<file path="src/rtl/dice_roll_controller.sv">
// dice_roll_controller
//
// Sequences die rolls between six die-select push buttons and a shared random
// number source. Each button is synchronized, debounced and edge-detected into
// a pending bit. Pending requests are served one at a time, with D4 at the
// highest priority. A roll steps the RNG for a tumble period, samples it, and
// reduces the sample to a face value 1..N by repeated subtraction. A test
// switch replaces the roll with a fixed maximum-face result.
//
// Ports:
//   clk                 system clock, all logic on the rising edge
//   reset_n             synchronous active-low reset
//   buttonD4..buttonD20 raw asynchronous button levels, 1 = pressed
//   switchTest          raw test-mode switch, 1 = force maximum face
//   rng_data[7:0]       current RNG output
//   rng_step            advance the RNG this cycle (TUMBLE only)
//   roll_value[4:0]     last result, 1..20
//   die_sel[2:0]        die of last result: 0=D4 1=D6 2=D8 3=D10 4=D12 5=D20
//   roll_valid          one-cycle pulse while a new result is presented
//   busy                high whenever the controller is not idle
module dice_roll_controller #(
  parameter int DEBOUNCE_CYCLES = 16,
  parameter int TUMBLE_CYCLES   = 32
) (
  input  logic       clk,
  input  logic       reset_n,
  input  logic       buttonD4,
  input  logic       buttonD6,
  input  logic       buttonD8,
  input  logic       buttonD10,
  input  logic       buttonD12,
  input  logic       buttonD20,
  input  logic       switchTest,
  input  logic [7:0] rng_data,
  output logic       rng_step,
  output logic [4:0] roll_value,
  output logic [2:0] die_sel,
  output logic       roll_valid,
  output logic       busy
);

  localparam int DB_W = $clog2(DEBOUNCE_CYCLES + 1);
  localparam int TU_W = $clog2(TUMBLE_CYCLES + 1);
  localparam logic [DB_W-1:0] DB_LAST = DB_W'(DEBOUNCE_CYCLES - 1);
  localparam logic [DB_W-1:0] DB_ONE  = DB_W'(1);
  localparam logic [TU_W-1:0] TU_LAST = TU_W'(TUMBLE_CYCLES - 1);
  localparam logic [TU_W-1:0] TU_ONE  = TU_W'(1);

  typedef enum logic [1:0] {
    IDLE,
    TUMBLE,
    REDUCE,
    DONE
  } state_t;

  // Number of faces for each die index.
  function automatic logic [7:0] sides_of(input logic [2:0] die);
    case (die)
      3'd0:    sides_of = 8'd4;
      3'd1:    sides_of = 8'd6;
      3'd2:    sides_of = 8'd8;
      3'd3:    sides_of = 8'd10;
      3'd4:    sides_of = 8'd12;
      default: sides_of = 8'd20;
    endcase
  endfunction

  logic [5:0]      raw_buttons;
  logic [5:0]      btn_meta;
  logic [5:0]      btn_sync;
  logic            test_meta;
  logic            test_sync;
  logic [5:0]      accepted;
  logic [DB_W-1:0] db_cnt [6];
  logic [5:0]      accept_now;
  logic [5:0]      rise;
  logic [5:0]      pending;
  logic [5:0]      grant;
  logic [2:0]      winner;
  logic            any_pending;

  state_t          state;
  state_t          next_state;
  logic [2:0]      die_q;
  logic [TU_W-1:0] tumble_cnt;
  logic [7:0]      work;
  logic [7:0]      sides_cur;

  // Bit 0 is D4 so that the lowest index is also the highest priority.
  assign raw_buttons = {buttonD20, buttonD12, buttonD10, buttonD8, buttonD6, buttonD4};
  assign sides_cur   = sides_of(die_q);

  // A level is accepted on the DEBOUNCE_CYCLES-th consecutive differing
  // sample; a rising acceptance is the press event that sets a pending bit.
  always_comb begin
    accept_now = '0;
    rise       = '0;
    for (int i = 0; i < 6; i++) begin
      accept_now[i] = (btn_sync[i] != accepted[i]) && (db_cnt[i] == DB_LAST);
      rise[i]       = accept_now[i] && btn_sync[i];
    end
  end

  // Two-flop synchronizers and per-button debounce counters.
  always_ff @(posedge clk) begin
    if (!reset_n) begin
      btn_meta  <= '0;
      btn_sync  <= '0;
      test_meta <= 1'b0;
      test_sync <= 1'b0;
      accepted  <= '0;
      for (int i = 0; i < 6; i++) begin
        db_cnt[i] <= '0;
      end
    end else begin
      btn_meta  <= raw_buttons;
      btn_sync  <= btn_meta;
      test_meta <= switchTest;
      test_sync <= test_meta;
      for (int i = 0; i < 6; i++) begin
        if (btn_sync[i] == accepted[i]) begin
          db_cnt[i] <= '0;
        end else if (accept_now[i]) begin
          accepted[i] <= btn_sync[i];
          db_cnt[i]   <= '0;
        end else begin
          db_cnt[i] <= db_cnt[i] + DB_ONE;
        end
      end
    end
  end

  // Fixed-priority pick of the lowest pending index; the grant mask clears
  // the winner's pending bit only when IDLE actually takes it.
  always_comb begin
    winner      = 3'd0;
    any_pending = |pending;
    grant       = '0;
    for (int i = 5; i >= 0; i--) begin
      if (pending[i]) begin
        winner = 3'(i);
      end
    end
    if ((state == IDLE) && any_pending) begin
      grant[winner] = 1'b1;
    end
  end

  // Set wins over clear so a press landing in the grant cycle is kept.
  always_ff @(posedge clk) begin
    if (!reset_n) begin
      pending <= '0;
    end else begin
      pending <= (pending & ~grant) | rise;
    end
  end

  // FSM state register.
  always_ff @(posedge clk) begin
    if (!reset_n) begin
      state <= IDLE;
    end else begin
      state <= next_state;
    end
  end

  // Next-state logic and the state-decoded outputs.
  always_comb begin
    next_state = state;
    rng_step   = 1'b0;
    roll_valid = 1'b0;
    busy       = (state != IDLE);
    case (state)
      IDLE: begin
        if (any_pending) begin
          next_state = test_sync ? DONE : TUMBLE;
        end
      end
      TUMBLE: begin
        rng_step = 1'b1;
        if (tumble_cnt == TU_LAST) begin
          next_state = REDUCE;
        end
      end
      REDUCE: begin
        if (work < sides_cur) begin
          next_state = DONE;
        end
      end
      DONE: begin
        roll_valid = 1'b1;
        next_state = IDLE;
      end
      default: next_state = IDLE;
    endcase
  end

  // Roll datapath. The result and die are loaded on the way into DONE so they
  // are already on the outputs during the roll_valid cycle, and an aborted
  // roll never touches them.
  always_ff @(posedge clk) begin
    if (!reset_n) begin
      die_q      <= '0;
      tumble_cnt <= '0;
      work       <= '0;
      roll_value <= '0;
      die_sel    <= '0;
    end else begin
      case (state)
        IDLE: begin
          tumble_cnt <= '0;
          if (any_pending) begin
            die_q <= winner;
            if (test_sync) begin
              roll_value <= 5'(sides_of(winner));
              die_sel    <= winner;
            end
          end
        end
        TUMBLE: begin
          tumble_cnt <= tumble_cnt + TU_ONE;
          if (tumble_cnt == TU_LAST) begin
            work <= rng_data;
          end
        end
        REDUCE: begin
          if (work >= sides_cur) begin
            work <= work - sides_cur;
          end else begin
            roll_value <= 5'(work + 8'd1);
            die_sel    <= die_q;
          end
        end
        default: begin
        end
      endcase
    end
  end

endmodule
</file>
<file path="config.mk">
export PLATFORM = sky130hd
export DESIGN_NAME = dice_roll_controller
export DESIGN_NICKNAME = d
export VERILOG_FILES = /design/src/rtl/dice_roll_controller.sv
export SDC_FILE = /design/constraint.sdc
export NUM_CORES = 1
export LEC_CHECK = 0
export ABC_CLOCK_PERIOD_IN_PS = 7200
export BUFFER_PORTS_ARGS = -buffer_cell sky130_fd_sc_hd__buf_2
export CELL_PAD_IN_SITES_DETAIL_PLACEMENT = 0
export CELL_PAD_IN_SITES_GLOBAL_PLACEMENT = 1
export CORE_ASPECT_RATIO = 0.9
export CORE_MARGIN = 4
export CORE_UTILIZATION = 51
export DETAILED_ROUTE_END_ITERATION = 16
export MAX_ROUTING_LAYER = met4
export PLACE_DENSITY_LB_ADDON = 0.08
export SYNTH_ARGS = -nofsm -noshare
export SYNTH_HDL_FRONTEND = slang
export SYNTH_SLANG_ARGS = --single-unit
</file>
<file path="constraint.sdc">
create_clock -name clk -period 7.2 [get_ports clk]
set_clock_uncertainty 0.2 [all_clocks]
set_input_delay 0.72 -clock clk [delete_from_list [all_inputs] [get_ports clk]]
set_output_delay 0.72 -clock clk [all_outputs]
set_load 0.05 [all_outputs]
</file>
==> flow_summary.yaml, run 1 <==
run_status:
  status: "finished, final reports clean"
worst_setup_path:
  critPathLaunchType: "register"
  ff2ff_path_depth: 9
  cpLargestDelayFamily: "buffers and inverters"
  path_max_fanout: 9
  cp_num_buf_inv: 3
  reg2reg_from: "die_q[2]"
  r2r_setup_slack_ps: 4410
  crit_arrival_ps: 1870
  crit_chain: "inv_1 -> ha_1 -> clkinv_1 -> buf_2"
  cp.required_ps: 6280
  critPathCaptureType: "output port"
  slowest_delay_ps: 390
  critPathKind: "reg -> out"
  timing.rr.end: "work[1]"
  slowest_stage: "ha_1"
die:
  die-area_um2: 9370
  rows: 30
  pin_count: 28
  start_util_pct: 52.8
  die-height_um: 92.3
  core_um2: 7620
  die_x_um: 102
synth:
  syn_area_per_cell_um2: 9.96
  async_flop_share_pct: 0
  synth_edf_count: 30
  ys.warnings.count: 0
  yosys_register_bits: 83
  synth.area.top_cells: "dfxtp_1 (26%), edfxtp_1 (22%), ha_1 (6.8%), nor2_1 (4.9%), a21oi_1 (4.0%)"
  synth_cell_types: 57
  dominantRegCellSynth: "dfxtp_1"
  syn_area_um2: 4020
  synth_top_area_share_pct: 26.4
  yosysSeqAreaShare_pct: 48.8
  syn_inst: 404
  synth_top_area_cell: "dfxtp_1"
  ys_top_cells_by_count: "dfxtp_1 (53), nor2_1 (53), a21oi_1 (32), edfxtp_1 (30)"
placement:
  portBuffers: 27
  dp_worst_setup_slack_ps: 4430
  gp_congestion: 0.784
  dpl.hpwl_um: 5180
  dp.cells: 543
  placed_area_um2: 4330
clocking:
  cts_made_buffers: 9
  clk_latency_ps: 350
  clock_path_buffers: 2
  ctsHoldBuffers: 0
  cts.clk_slew.worst_paths_ps: 80
  cts_setup_buffers: 0
  cts_resized: 0
  htreeDepth: 3
  cts_num_sinks: 83
  cts_tree: "done"
  clockRootBuffer: "clkbuf_8"
sta:
  fin_setup_tns_ps: 0
  setup_viol: 0
  min_period_ps: 2790
  max_freq_mhz: 358
  hold_violations: 0
  rsz0062_at_grt: "false"
  finalCritPeriodShare_pct: 38.8
  fin_ws_ps: 4410
  worst_slew_pin_slew_ps: 707
  worst_slew_margin_rel_pct: 52.2
  maxSlewViolCount: 0
finish:
  drive_gt1_share_pct: 11.0
  syn_to_final_growth_pct: 11.7
  stdcell_area_um2: 4490
  nets: 498
  num-fill-cells: 696
  diodes: 0
  layout.cells.non_filler: 559
global_routing:
  grt_first_pass_wirelength_um: 12600
  antenna_found_initial: 0
  grt_remaining_overflow: 0
  grt_max_degree: 40
  grt_pass1_vias: 2770
  grtUsageTotal_pct: 17.4
route:
  vias: 2940
  wl_per_cell_um: 13.1
  drtIter0Drc: 109
  post_drt_via_cell_ratio: 5.26
  first_pass_iters: 4
  drc: 0
  antenna_left: 0
  routed_wl_um: 7340
power_and_ir_drop:
  powerDensity_nw_per_um2: 260
  ir_drop_mv: 0.122
  power.leakage_uw: 0.00183
flow_run:
  drv_cap: 0
hold_path:
  hold_path_depth: 1
  min_path_type: "reg -> reg"
  worstHoldStart: "btn_meta[5]"
  hold_path_end: "btn_sync[5]"
state kept, by name, indices dropped and copies added (netlist names), 2 cells and up:
signal and flops:
db_cnt 30, work 8, accepted 6, btn_meta 6, btn_sync 6, pending 6, tumble_cnt 6, roll_value 5
die_q 3, die_sel 3, state 2
worst reg2reg max path: cells and delay by family, from the launching register on:
family	cells	cell delay [ps]
buf+inv	1	90
fa+ha+maj	1	380
simple gates	2	330
compound gates	5	1290
flops	1	360
layer usage:
metal  GRT usage [%]  wire (um)  vias up  share of wire, %
li1                -          -     1522                 -
met5               -          0        -                 0
met1            22.7       3630     1363                49
met4            4.65         98        0               1.3
met3            5.25        307        9               4.2
met2            26.3       3300       46                45
layout make-up:
type	count	area [um2]	share of cell area, %
Multi-Input combinational cell	312	2010	44.8
Sequential cell	83	1960	43.7
Timing Repair Buffer	28	143	3.18
Clock buffer	11	131	2.92
Tap cell	96	120	2.67
Inverter	24	90.1	2.01
Clock inverter	5	31.3	0.696
per-stage QoR:
| stage | total power (uW) | hold slack (ps) | utilization, % |
|---|---|---|---|
| finish | 1170 | 238 | 58.9 |
| CTS | 1180 | 237 | 58.9 |
| global placement | 888 | 218 | 56.8 |
| floorplan | 823 | 212 | - |
| global route | 1230 | 258 | 58.9 |
| detailed placement | 889 | 217 | 56.8 |
report_power, final:
part | leakage, uW | total (uW) | internal, uW | switching [uW]
combinational | 0.00101 | 325 | 108 | 217
sequential | 0.000740 | 556 | 525 | 31.7
clock | 0.0000831 | 286 | 124 | 161
kinds of logic (layout without fill, tap and decap cells):
kind of cell | after synthesis | in the layout | synth area share (%)
AO/OA/AOI/OAI | 84 | 84 | 14.1
XOR/XNOR | 22 | 22 | 4.79
other | 1 | 30 | 0.0932
buffers and inverters | 38 | 68 | 3.86
adder cells (fa/ha/maj) | 23 | 23 | 7.34
flip-flops | 83 | 83 | 48.8
multiplexers | 11 | 11 | 2.77
AND/OR/NAND/NOR | 142 | 142 | 18.3
cells in the final DEF (no fill, tap or decap), types with 9 or more instances in the layout:
master,instances
clkbuf_8,9
nand2_1,12
conb_1,30
nor2_1,53
buf_2,27
dfxtp_1,53
o21ai_0,15
mux2i_1,10
edfxtp_1,30
inv_1,22
xnor2_1,15
ha_1,22
nand3_1,10
and2_1,14
a21oi_1,32
worst max path at each step:
stage / start / endpoint / slack (ps) / cells after the start
4_1_cts: state[1] / busy / 4380 / 4
3_5_place_dp: state[0] / work[5] / 4430 / 6
6_report: state[1] / busy / 4410 / 4
3_3_place_gp: die_q[2] / work[1] / 4540 / 9
2_1_floorplan: die_q[2] / work[2] / 4840 / 10
5_1_grt: state[0] / work[5] / 4150 / 6
Power figures use the tool's default switching activity.
==> inputs of run 2 (changes only) <==
--- a/config.mk
+++ b/config.mk
@@ -5,13 +5,14 @@
 export SDC_FILE = /design/constraint.sdc
 export NUM_CORES = 1
 export LEC_CHECK = 0
-export ABC_CLOCK_PERIOD_IN_PS = 7200
+export ABC_AREA = 1
+export ABC_CLOCK_PERIOD_IN_PS = 2800
 export BUFFER_PORTS_ARGS = -buffer_cell sky130_fd_sc_hd__buf_2
 export CELL_PAD_IN_SITES_DETAIL_PLACEMENT = 0
 export CELL_PAD_IN_SITES_GLOBAL_PLACEMENT = 1
 export CORE_ASPECT_RATIO = 0.9
 export CORE_MARGIN = 4
-export CORE_UTILIZATION = 51
+export CORE_UTILIZATION = 45
 export DETAILED_ROUTE_END_ITERATION = 16
 export MAX_ROUTING_LAYER = met4
 export PLACE_DENSITY_LB_ADDON = 0.08
==> constraint.sdc (replaced) <==
create_clock -name clk -period 2.8 [get_ports clk]
set_clock_uncertainty 0.2 [all_clocks]
set_input_delay 0.28 -clock clk [delete_from_list [all_inputs] [get_ports clk]]
set_output_delay 0.28 -clock clk [all_outputs]
set_load 0.05 [all_outputs]
==> run 2 against run 1 <==
Compared with the run above:
- global-route usage fell by 1.4 points
- core utilization fell by 4.4 points
- worst hold slack lost 220 ps
- critical endpoint is now roll_value[4]
- routed wire length increased by 6.4%
- sequential cell count is the same
- via count rose by 12%
- worst setup slack got worse by 4000 ps
==> flow_summary.yaml, run 2 <==
finish:
  final_cell_mix: "nand2_1 (107), inv_1 (81), nor2_1 (76)"
  top_register: "db_cnt"
  diodes: 0
  multi_input_area_um2: 1910
  largest_registers: "db_cnt: 30 flops, work: 8 flops"
  syn_to_final_growth_pct: 15.4
  final_common_cell: "nand2_1"
  nets: 634
  largest_register_ffs: 30
  seqCellArea_um2: 1960
  num-fill-cells: 860
  drive_gt1_share_pct: 9.02
  stdcell_area_um2: 4790
power_and_ir_drop:
  ir_drop_mv: 0.295
  power.leakage_uw: 0.00227
  powerDensity_nw_per_um2: 709
clocking:
  cts_made_buffers: 9
  cts_num_sinks: 83
  cts_setup_buffers: 0
  clockRootBuffer: "clkbuf_8"
  cts_tree: "done"
  cts.clk_slew.worst_paths_ps: 80
  clk_latency_ps: 360
  htreeDepth: 3
  clock_path_buffers: 2
die:
  pin_count: 28
  die-height_um: 99.1
  start_util_pct: 47.3
  rows: 32
  core_um2: 8770
  die_x_um: 109
  die-area_um2: 10800
worst_setup_path:
  timing.rr.end: "roll_value[4]"
  critPathKind: "reg -> reg"
  r2r_setup_slack_ps: 420
  cp.required_ps: 2860
  crit_end: "roll_value[4]"
  critPathCaptureType: "register"
  critPathLaunchType: "register"
  ff2ff_path_depth: 11
  crit_arrival_ps: 2430
  path_max_fanout: 11
  setup.worst_path.start: "die_q[1]"
  reg2reg_from: "die_q[1]"
route:
  antenna_left: 0
  first_pass_iters: 4
  drc: 0
  drtIter0Drc: 182
  vias: 3303
  post_drt_via_cell_ratio: 4.60
  routed_wl_um: 7810
  wl_per_cell_um: 10.9
sta:
  fin_setup_tns_ps: 0
  min_period_ps: 2380
  rsz0062_at_grt: "false"
  setup_viol: 0
  finalCritPeriodShare_pct: 84.8
  max_freq_mhz: 421
  hold_violations: 0
  maxSlewViolCount: 0
  worst_slew_margin_rel_pct: 66.7
  worst_slew_pin_slew_ps: 496
synth:
  synth.most_common_cell: "nand2_1"
  yosysSeqAreaShare_pct: 47.3
  yosys_register_bits: 83
  synth_edf_count: 30
  syn_inst: 526
  synth_top_area_share_pct: 25.6
  ys.warnings.count: 0
  dominantRegCellSynth: "dfxtp_1"
  async_flop_share_pct: 0
  synth.area.top_cells: "dfxtp_1 (26%), edfxtp_1 (22%), nand2_1 (9.7%), inv_1 (7.3%), nor2_1 (6.9%)"
  syn_area_per_cell_um2: 7.89
  synth_cell_types: 30
  ys_top_cells_by_count: "nand2_1 (107), inv_1 (81), nor2_1 (76), dfxtp_1 (53), a21oi_1 (38)"
  syn_area_um2: 4150
  synth_top_area_cell: "dfxtp_1"
hold_path:
  min_path_type: "in -> reg"
run_status:
  status: "finished, final reports clean"
global_routing:
  grt_first_pass_wirelength_um: 13700
  antenna_found_initial: 0
  grtUsageTotal_pct: 16.0
  grt_max_degree: 21
  grt_remaining_overflow: 0
  grt_pass1_vias: 3158
placement:
  placed_area_um2: 4520
  gp_congestion: 0.809
  dpl.hpwl_um: 5830
  portBuffers: 27
flow_run:
  drv_cap: 0
## run 2: worst min-delay path by stage
stage,cells past startpoint,slack (ps),endpoint,from
final,5,20,work[6],rng_data[6]
after global routing,5,50,work[6],rng_data[6]
after CTS,5,1,work[6],rng_data[6]
after detailed placement,2,190,test_sync,test_meta
after global placement,2,200,btn_sync[3],btn_meta[3]
after floorplan,2,180,btn_meta[0],buttonD4
## run 2: final cells by class
class                      instances  area share [%]
timing repair buffer              41            5.44
sequential                        83            41.0
tap                              119            3.11
inverter                          83            6.51
multi-input combinational        376            40.0
clock inverter                     6            1.33
clock buffer                      10            2.67
## run 2: critical path, cell delays in order, from the launching register on
cell	delay [ps]
dfxtp_1	330
o21ai_0	220
o21ai_0	130
ha_1	360
a21oi_1	180
nand2_2	100
nand2_2	90
nand3_4	100
nand2_2	200
nand2_1	180
nor2_1	140
nor2_1	50
## run 2: metal layers
metal	GRT usage (%)	part of all wire, %	up-vias
li1	-	-	1790
met1	20.1	49	1463
met2	25.7	46	40
met3	3.37	3.7	10
met4	5.56	0.97	0
met5	-	0	-
## run 2: where the power goes
part           leakage [uW]  internal, uW  switching [uW]  total [uW]
logic               0.00143           349             734        1080
clock network     0.0000947           415             450         864
registers          0.000740          1360            88.3        1450
## run 2: repair_timing
item	4_1_cts	5_1_grt
hold buffers	8	0
gates resized for setup	0	0
endpoints found under the hold margin	8	0
## run 2: logic make-up after synthesis
kind of cell,synth area share [%]
compound gates,9.59
xor+xnor,2.11
fa+ha+maj,7.12
buf+inv,9.23
flops,47.3
other cells,0.0904
simple gates,24.6
## run 2: metrics by stage
| stage | power [uW] | std cells | hold WS (ps) | utilization [%] | setup WS, ps |
|---|---|---|---|---|---|
| floorplan | 2340 | 555 | 178 | - | 728 |
| global placement | 2540 | 694 | 197 | 51.5 | 504 |
| detailed placement | 2550 | 694 | 195 | 51.5 | 439 |
| CTS | 3430 | 718 | 1.32 | 54.6 | 426 |
| global route | 3640 | 718 | 51.6 | 54.6 | 126 |
| finish | 3390 | 718 | 22.1 | 54.6 | 425 |
